File: config.mk
export PLATFORM = sky130hd
export DESIGN_NAME = boolean_alu_pipe_flat
export DESIGN_NICKNAME = d
export VERILOG_FILES = /design/src/rtl/boolean_alu_pipe_if.sv /design/src/rtl/boolean_alu_pipe.sv /design/src/flat_wrapper.sv
export SDC_FILE = /design/constraint.sdc
export NUM_CORES = 1
export LEC_CHECK = 0
export ABC_AREA = 1
export CAP_MARGIN = 0
export CORE_ASPECT_RATIO = 1.4
export CORE_MARGIN = 5
export CORE_UTILIZATION = 31
export DETAILED_ROUTE_END_ITERATION = 6
export RECOVER_POWER = 100
export SLEW_MARGIN = 30
export SYNTH_ARGS = -nofsm -noshare
export SYNTH_HDL_FRONTEND = slang
export SYNTH_SLANG_ARGS = --single-unit
File: constraint.sdc
create_clock -name clk -period 1.2 [get_ports clk]
set_input_delay 0.18 -clock clk [delete_from_list [all_inputs] [get_ports clk]]
set_output_delay 0.18 -clock clk [all_outputs]
set_load 0.02 [all_outputs]
File: src/rtl/boolean_alu_pipe_if.sv
// Valid/ready stream bundle for boolean_alu_pipe: operand beat in, result beat out.
// The slave modport is the unit's view; the master modport is the producer/consumer side.
interface boolean_alu_pipe_if #(
  parameter int WIDTH = 8
);
  logic             in_valid;
  logic             in_ready;
  logic [WIDTH-1:0] a;
  logic [WIDTH-1:0] b;
  logic [2:0]       op;
  logic             acc_mode;
  logic             out_valid;
  logic             out_ready;
  logic [WIDTH-1:0] y;
  logic             y_zero;
  logic             y_ones;
  logic             acc_busy;

  modport slave (
    input  in_valid, a, b, op, acc_mode, out_ready,
    output in_ready, out_valid, y, y_zero, y_ones, acc_busy
  );

  modport master (
    output in_valid, a, b, op, acc_mode, out_ready,
    input  in_ready, out_valid, y, y_zero, y_ones, acc_busy
  );
endinterface

File: src/rtl/boolean_alu_pipe.sv
// Registered bitwise boolean unit with valid/ready flow control on both sides.
// Define BOOLEAN_ALU_ACC_EN to build the XOR-fold accumulate frame mode.
//
// state   | meaning
// --------+-----------------------------------------------------------
// ST_IDLE | no frame open; single beats go straight to y
// ST_ACC  | accumulate frame open; acc holds the fold of cnt beats
module boolean_alu_pipe #(
  parameter int WIDTH     = 8,
  parameter int ACC_DEPTH = 4
) (
  input  logic                 clk,
  input  logic                 rst_n,
  boolean_alu_pipe_if.slave    bus
);

  function automatic logic [WIDTH-1:0] bool_fn(
    input logic [2:0]       sel,
    input logic [WIDTH-1:0] x,
    input logic [WIDTH-1:0] z
  );
    logic [WIDTH-1:0] r;
    case (sel)
      3'd0:    r = x & z;
      3'd1:    r = x | z;
      3'd2:    r = x ^ z;
      3'd3:    r = ~(x ^ z);
      3'd4:    r = ~(x & z);
      3'd5:    r = ~(x | z);
      3'd6:    r = x & ~z;
      default: r = x;
    endcase
    return r;
  endfunction

  logic             out_valid_q, out_valid_d;
  logic [WIDTH-1:0] y_q, y_d;
  logic             y_zero_q, y_zero_d;
  logic             y_ones_q, y_ones_d;
  logic             accept;
  logic             take;

  // in_ready deliberately sees only the output register, never in_valid
  assign bus.in_ready  = ~out_valid_q | bus.out_ready;
  assign accept        = bus.in_valid & bus.in_ready;
  assign take          = out_valid_q & bus.out_ready;

  assign bus.out_valid = out_valid_q;
  assign bus.y         = y_q;
  assign bus.y_zero    = y_zero_q;
  assign bus.y_ones    = y_ones_q;

`ifdef BOOLEAN_ALU_ACC_EN
  localparam int CNT_W = (ACC_DEPTH > 1) ? $clog2(ACC_DEPTH) : 1;
  localparam logic [CNT_W-1:0] CNT_LAST = CNT_W'(ACC_DEPTH - 1);

  typedef enum logic {
    ST_IDLE = 1'b0,
    ST_ACC  = 1'b1
  } state_t;

  state_t           state_q, state_d;
  logic [WIDTH-1:0] acc_q, acc_d;
  logic [CNT_W-1:0] cnt_q, cnt_d;
  logic [2:0]       op_lat_q, op_lat_d;
  logic [WIDTH-1:0] beat_res;

  always_comb begin
    state_d     = state_q;
    acc_d       = acc_q;
    cnt_d       = cnt_q;
    op_lat_d    = op_lat_q;
    y_d         = y_q;
    out_valid_d = out_valid_q & ~take;
    // inside a frame the op latched on its first beat governs every beat
    beat_res    = bool_fn((state_q == ST_ACC) ? op_lat_q : bus.op, bus.a, bus.b);

    if (accept) begin
      case (state_q)
        ST_IDLE: begin
          if (bus.acc_mode) begin
            acc_d    = beat_res;
            cnt_d    = CNT_W'(1);
            op_lat_d = bus.op;
            state_d  = ST_ACC;
          end else begin
            y_d         = beat_res;
            out_valid_d = 1'b1;
          end
        end
        ST_ACC: begin
          if (cnt_q == CNT_LAST) begin
            y_d         = acc_q ^ beat_res;
            out_valid_d = 1'b1;
            acc_d       = '0;
            cnt_d       = '0;
            state_d     = ST_IDLE;
          end else begin
            acc_d = acc_q ^ beat_res;
            cnt_d = cnt_q + CNT_W'(1);
          end
        end
        default: state_d = ST_IDLE;
      endcase
    end
  end

  always_ff @(posedge clk or negedge rst_n) begin
    if (!rst_n) begin
      state_q  <= ST_IDLE;
      acc_q    <= '0;
      cnt_q    <= '0;
      op_lat_q <= '0;
    end else begin
      state_q  <= state_d;
      acc_q    <= acc_d;
      cnt_q    <= cnt_d;
      op_lat_q <= op_lat_d;
    end
  end

  assign bus.acc_busy = (state_q == ST_ACC);
`else
  localparam int unused_acc_depth = ACC_DEPTH;
  logic unused_acc_mode;
  assign unused_acc_mode = bus.acc_mode;

  always_comb begin
    y_d         = y_q;
    out_valid_d = out_valid_q & ~take;
    if (accept) begin
      y_d         = bool_fn(bus.op, bus.a, bus.b);
      out_valid_d = 1'b1;
    end
  end

  assign bus.acc_busy = 1'b0;
`endif

  // flags derive from y_d so they load on the same edge and always agree with y
  always_comb begin
    y_zero_d = (y_d == '0);
    y_ones_d = &y_d;
  end

  always_ff @(posedge clk or negedge rst_n) begin
    if (!rst_n) begin
      out_valid_q <= 1'b0;
      y_q         <= '0;
      y_zero_q    <= 1'b1;
      y_ones_q    <= 1'b0;
    end else begin
      out_valid_q <= out_valid_d;
      y_q         <= y_d;
      y_zero_q    <= y_zero_d;
      y_ones_q    <= y_ones_d;
    end
  end

endmodule

File: src/flat_wrapper.sv
// flat-port wrapper written by rule: the top's interface ports become plain ports
module boolean_alu_pipe_flat 
#(
  parameter int WIDTH     = 8,
  parameter int ACC_DEPTH = 4
)
  (clk, rst_n, bus_in_valid, bus_a, bus_b, bus_op, bus_acc_mode, bus_out_ready, bus_in_ready, bus_out_valid, bus_y, bus_y_zero, bus_y_ones, bus_acc_busy);
  boolean_alu_pipe_if #(.WIDTH(WIDTH)) bus_i ();
  input  logic clk;
  input  logic rst_n;
  input wire logic [$bits(bus_i.in_valid)-1:0] bus_in_valid;
  input wire logic [$bits(bus_i.a)-1:0] bus_a;
  input wire logic [$bits(bus_i.b)-1:0] bus_b;
  input wire logic [$bits(bus_i.op)-1:0] bus_op;
  input wire logic [$bits(bus_i.acc_mode)-1:0] bus_acc_mode;
  input wire logic [$bits(bus_i.out_ready)-1:0] bus_out_ready;
  output wire logic [$bits(bus_i.in_ready)-1:0] bus_in_ready;
  output wire logic [$bits(bus_i.out_valid)-1:0] bus_out_valid;
  output wire logic [$bits(bus_i.y)-1:0] bus_y;
  output wire logic [$bits(bus_i.y_zero)-1:0] bus_y_zero;
  output wire logic [$bits(bus_i.y_ones)-1:0] bus_y_ones;
  output wire logic [$bits(bus_i.acc_busy)-1:0] bus_acc_busy;
  assign bus_i.in_valid = bus_in_valid;
  assign bus_i.a = bus_a;
  assign bus_i.b = bus_b;
  assign bus_i.op = bus_op;
  assign bus_i.acc_mode = bus_acc_mode;
  assign bus_i.out_ready = bus_out_ready;
  assign bus_in_ready = bus_i.in_ready;
  assign bus_out_valid = bus_i.out_valid;
  assign bus_y = bus_i.y;
  assign bus_y_zero = bus_i.y_zero;
  assign bus_y_ones = bus_i.y_ones;
  assign bus_acc_busy = bus_i.acc_busy;
  boolean_alu_pipe #(.WIDTH(WIDTH), .ACC_DEPTH(ACC_DEPTH)) u_core (.clk(clk), .rst_n(rst_n), .bus(bus_i));
endmodule
==> run_results.csv, run 1 <==
group,metric,value,unit
run_status,status,"complete, but fails checks",
run_status,violations,"negative setup slack",
floorplanning,placement_rows,30,
sta,timing.slew.headroom,0.596,
routing,post_drt_wl_per_cell,12.3,um
synth,netlist.area_leader.share,0.193,
floorplanning,die_w,70.3,um
sta,fmax,788,MHz
routing,wl,4.96,mm
routing,dr.pass1.iters,4,
finish,layout.nets,387,
power,powerDensity,709,nW/um2
sta,setup-tns-final,-157,ps
synth,synth-seq-cells,11,
finish,fillers,475,
finish,synthToLayoutAreaGrowth,68.4,%
sta,slew_violations,0,
clock_network,htreeDepth,1,
power,p_leak,1.46,nW
synth,syn_inst,254,
worst_setup_path,start_kind,"input pin",
floorplanning,dieHeight,94.4,um
hold_path,hold_class,"in -> async",
global_route,grt_first_pass_wirelength,8.65,mm
placement,place_congestion,0.854,
floorplanning,io_pins,37,
worst_setup_path,critPathCaptureType,"register",
floorplanning,core,4880,um2
synth,synth.most_common_cell,"nand2_1",
floorplanning,initial_core_util,0.323,
global_route,antenna_found_initial,0,
routing,drtIter0Drc,86,
synth,synth_edf_count,0,
finish,fin_cells,402,
synth,synth_nets,302,
finish,stdcell_area,2660,um2
sta,grt_setup_unrepaired,"true",
synth,synthesis.area,1580,um2
routing,via_per_inst,4.69,
sta,hold_ws,470,ps
placement,dpl_cell_area,2320,um2
finish,drive_gt1_frac,0.411,
synth,synth_top_area_cell,"nand2_1",
clock_network,clk_pin_slew,50,ps
synth,synth_cell_type_count,21,
sta,finalHoldViolCount,0,
clock_network,cts_hold_buf,0,
synth,yosysWarnings,0,
placement,dp_hpwl,3.40,mm
worst_setup_path,crit_arrival,1440,ps
sta,min_period,1270,ps
synth,synthTopCellsByArea,"nand2_1 (19%), ha_1 (19%), dfrtp_1 (16%)",
power,total_power,1.88,mW
global_route,overflow,0,
global_route,grt_use_total,0.158,
synth,ys.flop_type,"dfrtp_1",
synth,yosysSeqAreaShare,0.175,
clock_network,clock_latency,240,ps
placement,dp_slack,-642,ps
routing,vias,1886,
sta,setup_viol,3,
sta,setup_ws,-68.9,ps
clock_network,cts_num_sinks,11,
clock_network,cts_tree,"yes",
placement,dpl.cell_count,384,
finish,post-route-util,0.544,
sta,period_share,1.06,
clock_network,root_buffer,"clkbuf_8",
sta,worst_pin_slew,606,ps
finish,antenna_cells,0,
placement,io_buffers,34,
power,vdd_ir_drop_max,0.813,mV
clock_network,clock_path_buffers,2,
worst_setup_path,critical_path.max_fanout,3,
worst_setup_path,worst_ep_required_time,1370,ps
synth,synth-async-reset-ratio,1.00,
synth,ys_top_cells_by_count,"nand2_1 (81), inv_1 (37), ha_1 (24)",
job,maxCapViolations,0,
sta,skew,2.33,ps
global_route,grt_pass1_vias,1860,
clock_network,cts_buffers,3,
synth,synth_area_per_cell,6.21,um2
worst_setup_path,crit_type,"in -> reg",
routing,drc,0,
routing,ant_nets,0,
floorplanning,dieArea,6640,um2
global_route,grt_max_degree,14,
## power by group
part,switching (mW),internal (mW)
clock,0.130,0.232
sequential,0.0333,0.432
combinational,0.559,0.496
total,0.723,1.16
## logic make-up after synthesis
family,Yosys count,share of synthesized area
other,1,0.00238
AND/OR/NAND/NOR,155,0.456
adder cells (fa/ha/maj),24,0.190
buffers and inverters,52,0.141
AO/OA/AOI/OAI,11,0.0349
flip-flops,11,0.175
## final timing paths
| path | from | cells past startpoint | to | slack [ps] |
|---|---|---|---|---|
| max in group asynchronous | rst_n | 2 | u_core.bus.out_valid$_DFF_PN0_ | 300 |
| min reg2reg | u_core.bus.y[7]$_DFF_PN0_ | 3 | u_core.bus.y[7]$_DFF_PN0_ | 590 |
| min in group clk | bus_a[5] | 6 | u_core.bus.y[5]$_DFF_PN0_ | 500 |
| max | bus_a[1] | 12 | u_core.bus.y_zero$_DFF_PN1_ | -70 |
| min | rst_n | 2 | u_core.bus.y_ones$_DFF_PN0_ | 470 |
| max reg2reg | u_core.bus.out_valid$_DFF_PN0_ | 10 | u_core.bus.y_ones$_DFF_PN0_ | -60 |
## worst max-delay path, cell delays in order
cell	delay [ps]
clkdlybuf4s15_2	210
inv_2	90
ha_4	210
nand4_1	90
nand2_1	50
nor2_1	150
nand2_1	80
nand2_1	70
nand2_2	60
nor2_1	80
nand2_1	60
nor2_1	120
## registers in the layout, summed over array words and instances (netlist names)
name / count
u_core.bus.y: 8
u_core.bus.out_valid: 1
u_core.bus.y_ones: 1
u_core.bus.y_zero: 1
## cells in the final DEF, fill, tap and decap left out, types with 2 or more instances in the layout
| cell | count |
|---|---|
| a21oi_1 | 4 |
| a21oi_2 | 4 |
| buf_12 | 4 |
| buf_2 | 6 |
| buf_4 | 41 |
| buf_6 | 9 |
| clkbuf_1 | 2 |
| clkbuf_2 | 11 |
| clkbuf_8 | 3 |
| clkdlybuf4s15_1 | 3 |
| clkdlybuf4s15_2 | 2 |
| dfrtp_1 | 9 |
| dlygate4sd2_1 | 11 |
| ha_1 | 12 |
| ha_2 | 6 |
| ha_4 | 6 |
| inv_1 | 19 |
| inv_2 | 17 |
| inv_4 | 2 |
| nand2_1 | 68 |
| nand2_2 | 8 |
| nand2_4 | 4 |
| nand2_8 | 3 |
| nand3_1 | 18 |
| nand3b_1 | 8 |
| nand4_1 | 19 |
| nor2_1 | 21 |
| nor2_2 | 2 |
| nor2_4 | 4 |
| o21ai_1 | 3 |
## repair_timing
item	4_1_cts	5_1_grt
pin swaps	44	33
endpoints found under the setup margin	22	11
setup buffers	11	3
gates resized for setup	113	45
cloned	3	0
## routing by layer
| metal | vias to the layer above | wire length [um] | global-route usage |
|---|---|---|---|
| met4 | 0 | 106 | 0.0655 |
| met5 | - | 0 | 0 |
| li1 | 972 | - | - |
| met1 | 857 | 2100 | 0.196 |
| met2 | 45 | 2580 | 0.279 |
| met3 | 12 | 174 | 0.0138 |
## final cells by class
class / instances / area, um2 / area share
multi-input combinational: 193 / 1310 / 0.493
inverter: 39 / 159 / 0.0598
sequential: 11 / 278 / 0.105
clock buffer: 4 / 45.0 / 0.0170
tap: 64 / 80.1 / 0.0301
timing repair buffer: 91 / 785 / 0.295
Power figures use the tool's default switching activity.
==> run 2: changes to the inputs <==
--- a/config.mk
+++ b/config.mk
@@ -11,7 +11,9 @@
 export CORE_MARGIN = 5
 export CORE_UTILIZATION = 31
 export DETAILED_ROUTE_END_ITERATION = 6
+export GPL_TIMING_DRIVEN = 0
 export RECOVER_POWER = 100
+export SKIP_LAST_GASP = 1
 export SLEW_MARGIN = 30
 export SYNTH_ARGS = -nofsm -noshare
 export SYNTH_HDL_FRONTEND = slang
==> constraint.sdc (replaced) <==
create_clock -name clk -period 1.58 [get_ports clk]
set_input_delay 0.237 -clock clk [delete_from_list [all_inputs] [get_ports clk]]
set_output_delay 0.237 -clock clk [all_outputs]
set_load 0.02 [all_outputs]
==> run 2 against run 1 <==
  * The run now ends clean
  * Sequential power is 25% lower
  * Non-clock buffer count fell by 38
  * Clock skew down 1.8 ps
  * Cell count is 10% lower
  * First-iteration DRC count is 12% lower
  * Power fell by 35%
  * Sequential share of layout area rose by 2.3 points
  * Critical path depth is 1 higher
  * Via count fell by 7.1%
  * Critical endpoint unchanged
  * Largest cell class unchanged
  * Highest routed layer unchanged
==> run_results.csv, run 2 (synthesis results as in run 1) <==
group,metric,value,unit
sta,hold_ws,395,ps
sta,setup_ws,109,ps
routing,wl,4.60,mm
sta,grt_setup_unrepaired,"false",
finish,synthToLayoutAreaGrowth,37.4,%
sta,worst_pin_slew,561,ps
placement,dp_slack,-502,ps
routing,post_drt_wl_per_cell,12.7,um
power,p_leak,1.25,nW
placement,io_buffers,32,
finish,antenna_cells,0,
placement,dpl.cell_count,350,
finish,final_common_cell,"nand2_1",
clock_network,clock_latency,230,ps
floorplanning,initial_core_util,0.323,
routing,drc,0,
sta,skew,0.513,ps
clock_network,cts_num_sinks,11,
finish,layout.nets,347,
power,total_power,1.23,mW
routing,vias,1752,
worst_setup_path,critPathCaptureType,"register",
routing,dr.pass1.iters,4,
routing,via_per_inst,4.84,
worst_setup_path,critical_path.max_fanout,10,
routing,ant_nets,0,
worst_setup_path,worst_ep_required_time,1750,ps
floorplanning,core,4880,um2
sta,setup-tns-final,0,ps
power,powerDensity,568,nW/um2
clock_network,cts_buffers,3,
finish,post-route-util,0.444,
floorplanning,placement_rows,30,
power,vdd_ir_drop_max,0.591,mV
clock_network,root_buffer,"clkbuf_8",
sta,setup_viol,0,
floorplanning,io_pins,37,
global_route,grt_max_degree,12,
clock_network,cts_tree,"yes",
sta,fmax,680,MHz
global_route,grt_pass1_vias,1770,
worst_setup_path,start_kind,"input pin",
sta,slew_violations,0,
finish,drive_gt1_frac,0.174,
floorplanning,dieHeight,94.4,um
placement,dp_hpwl,3.30,mm
clock_network,clock_path_buffers,2,
placement,place_congestion,0.864,
sta,min_period,1470,ps
finish,fillers,555,
routing,drtIter0Drc,76,
placement,dpl_cell_area,1980,um2
sta,period_share,0.931,
sta,timing.slew.headroom,0.626,
run_status,status,"finished, final reports clean",
finish,multi_input_area,1160,um2
clock_network,clk_pin_slew,50,ps
sta,finalHoldViolCount,0,
global_route,grt_first_pass_wirelength,7.53,mm
finish,final_cell_mix,"nand2_1 (71), inv_1 (31), nor2_1 (22)",
hold_path,hold_class,"in -> async",
worst_setup_path,r2r-start,"u_core.bus.out_valid$_DFF_PN0_",
worst_setup_path,crit_type,"in -> reg",
clock_network,htreeDepth,1,
worst_setup_path,rrSetupSlack,230,ps
global_route,overflow,0,
finish,stdcell_area,2170,um2
job,maxCapViolations,0,
finish,fin_cells,362,
global_route,antenna_found_initial,0,
floorplanning,die_w,70.3,um
worst_setup_path,crit_arrival,1640,ps
floorplanning,dieArea,6640,um2
finish,largest_reg_flops,8,
global_route,grt_use_total,0.137,
worst_setup_path,r2r-end,"u_core.bus.y_ones$_DFF_PN0_",
clock_network,cts_hold_buf,0,
finish,seq_area,277,um2
worst_setup_path,r2r_cells,10,
-- run 2: how the worst max path moves through the flow --
stage,from,endpoint
floorplan,u_core.bus.out_valid$_DFF_PN0_,u_core.bus.y_ones$_DFF_PN0_
global placement,bus_op[1],u_core.bus.y_ones$_DFF_PN0_
detailed placement,bus_op[1],u_core.bus.y_ones$_DFF_PN0_
CTS,bus_out_ready,u_core.bus.y_ones$_DFF_PN0_
global route,bus_op[0],u_core.bus.y_ones$_DFF_PN0_
finish,bus_op[0],u_core.bus.y_zero$_DFF_PN1_
-- run 2: final cells by class --
type | count | share of cell area
buffer | 13 | 0.0404
multi-input combinational | 191 | 0.535
clock buffer | 4 | 0.0208
inverter | 39 | 0.0692
timing repair buffer | 40 | 0.170
tap | 64 | 0.0369
sequential | 11 | 0.128
-- run 2: worst max-delay path, cell delays in order --
cell and delay [ps]:
buf_4 170, clkinvlp_4 170, buf_4 170, buf_4 170
nand4_1 70, nand2_1 60, nor2_1 80, nand2_1 60
nand2_1 90, nand2_2 90, nor2_1 100, nand2_1 60
nor2_1 100
-- run 2: per-layer routing --
metal	GRT usage	vias to the layer above	wire length, um
li1	-	885	-
met5	0	-	0
met4	0.0719	0	112
met3	0.0170	12	227
met2	0.238	55	2250
met1	0.163	800	2010
-- run 2: power by group --
group / leakage [nW] / switching, mW / total (mW) / internal (mW)
Sequential: 0.136 / 0.0226 / 0.350 / 0.327
Combinational: 1.09 / 0.355 / 0.609 / 0.254
Clock: 0.0228 / 0.0966 / 0.273 / 0.176
-- run 2: what timing repair did --
action,4_1_cts,5_1_grt
gates cloned,0,0
gates resized for setup,30,19
endpoints found under the setup margin,11,2
pin swaps,10,7
setup buffers,3,5
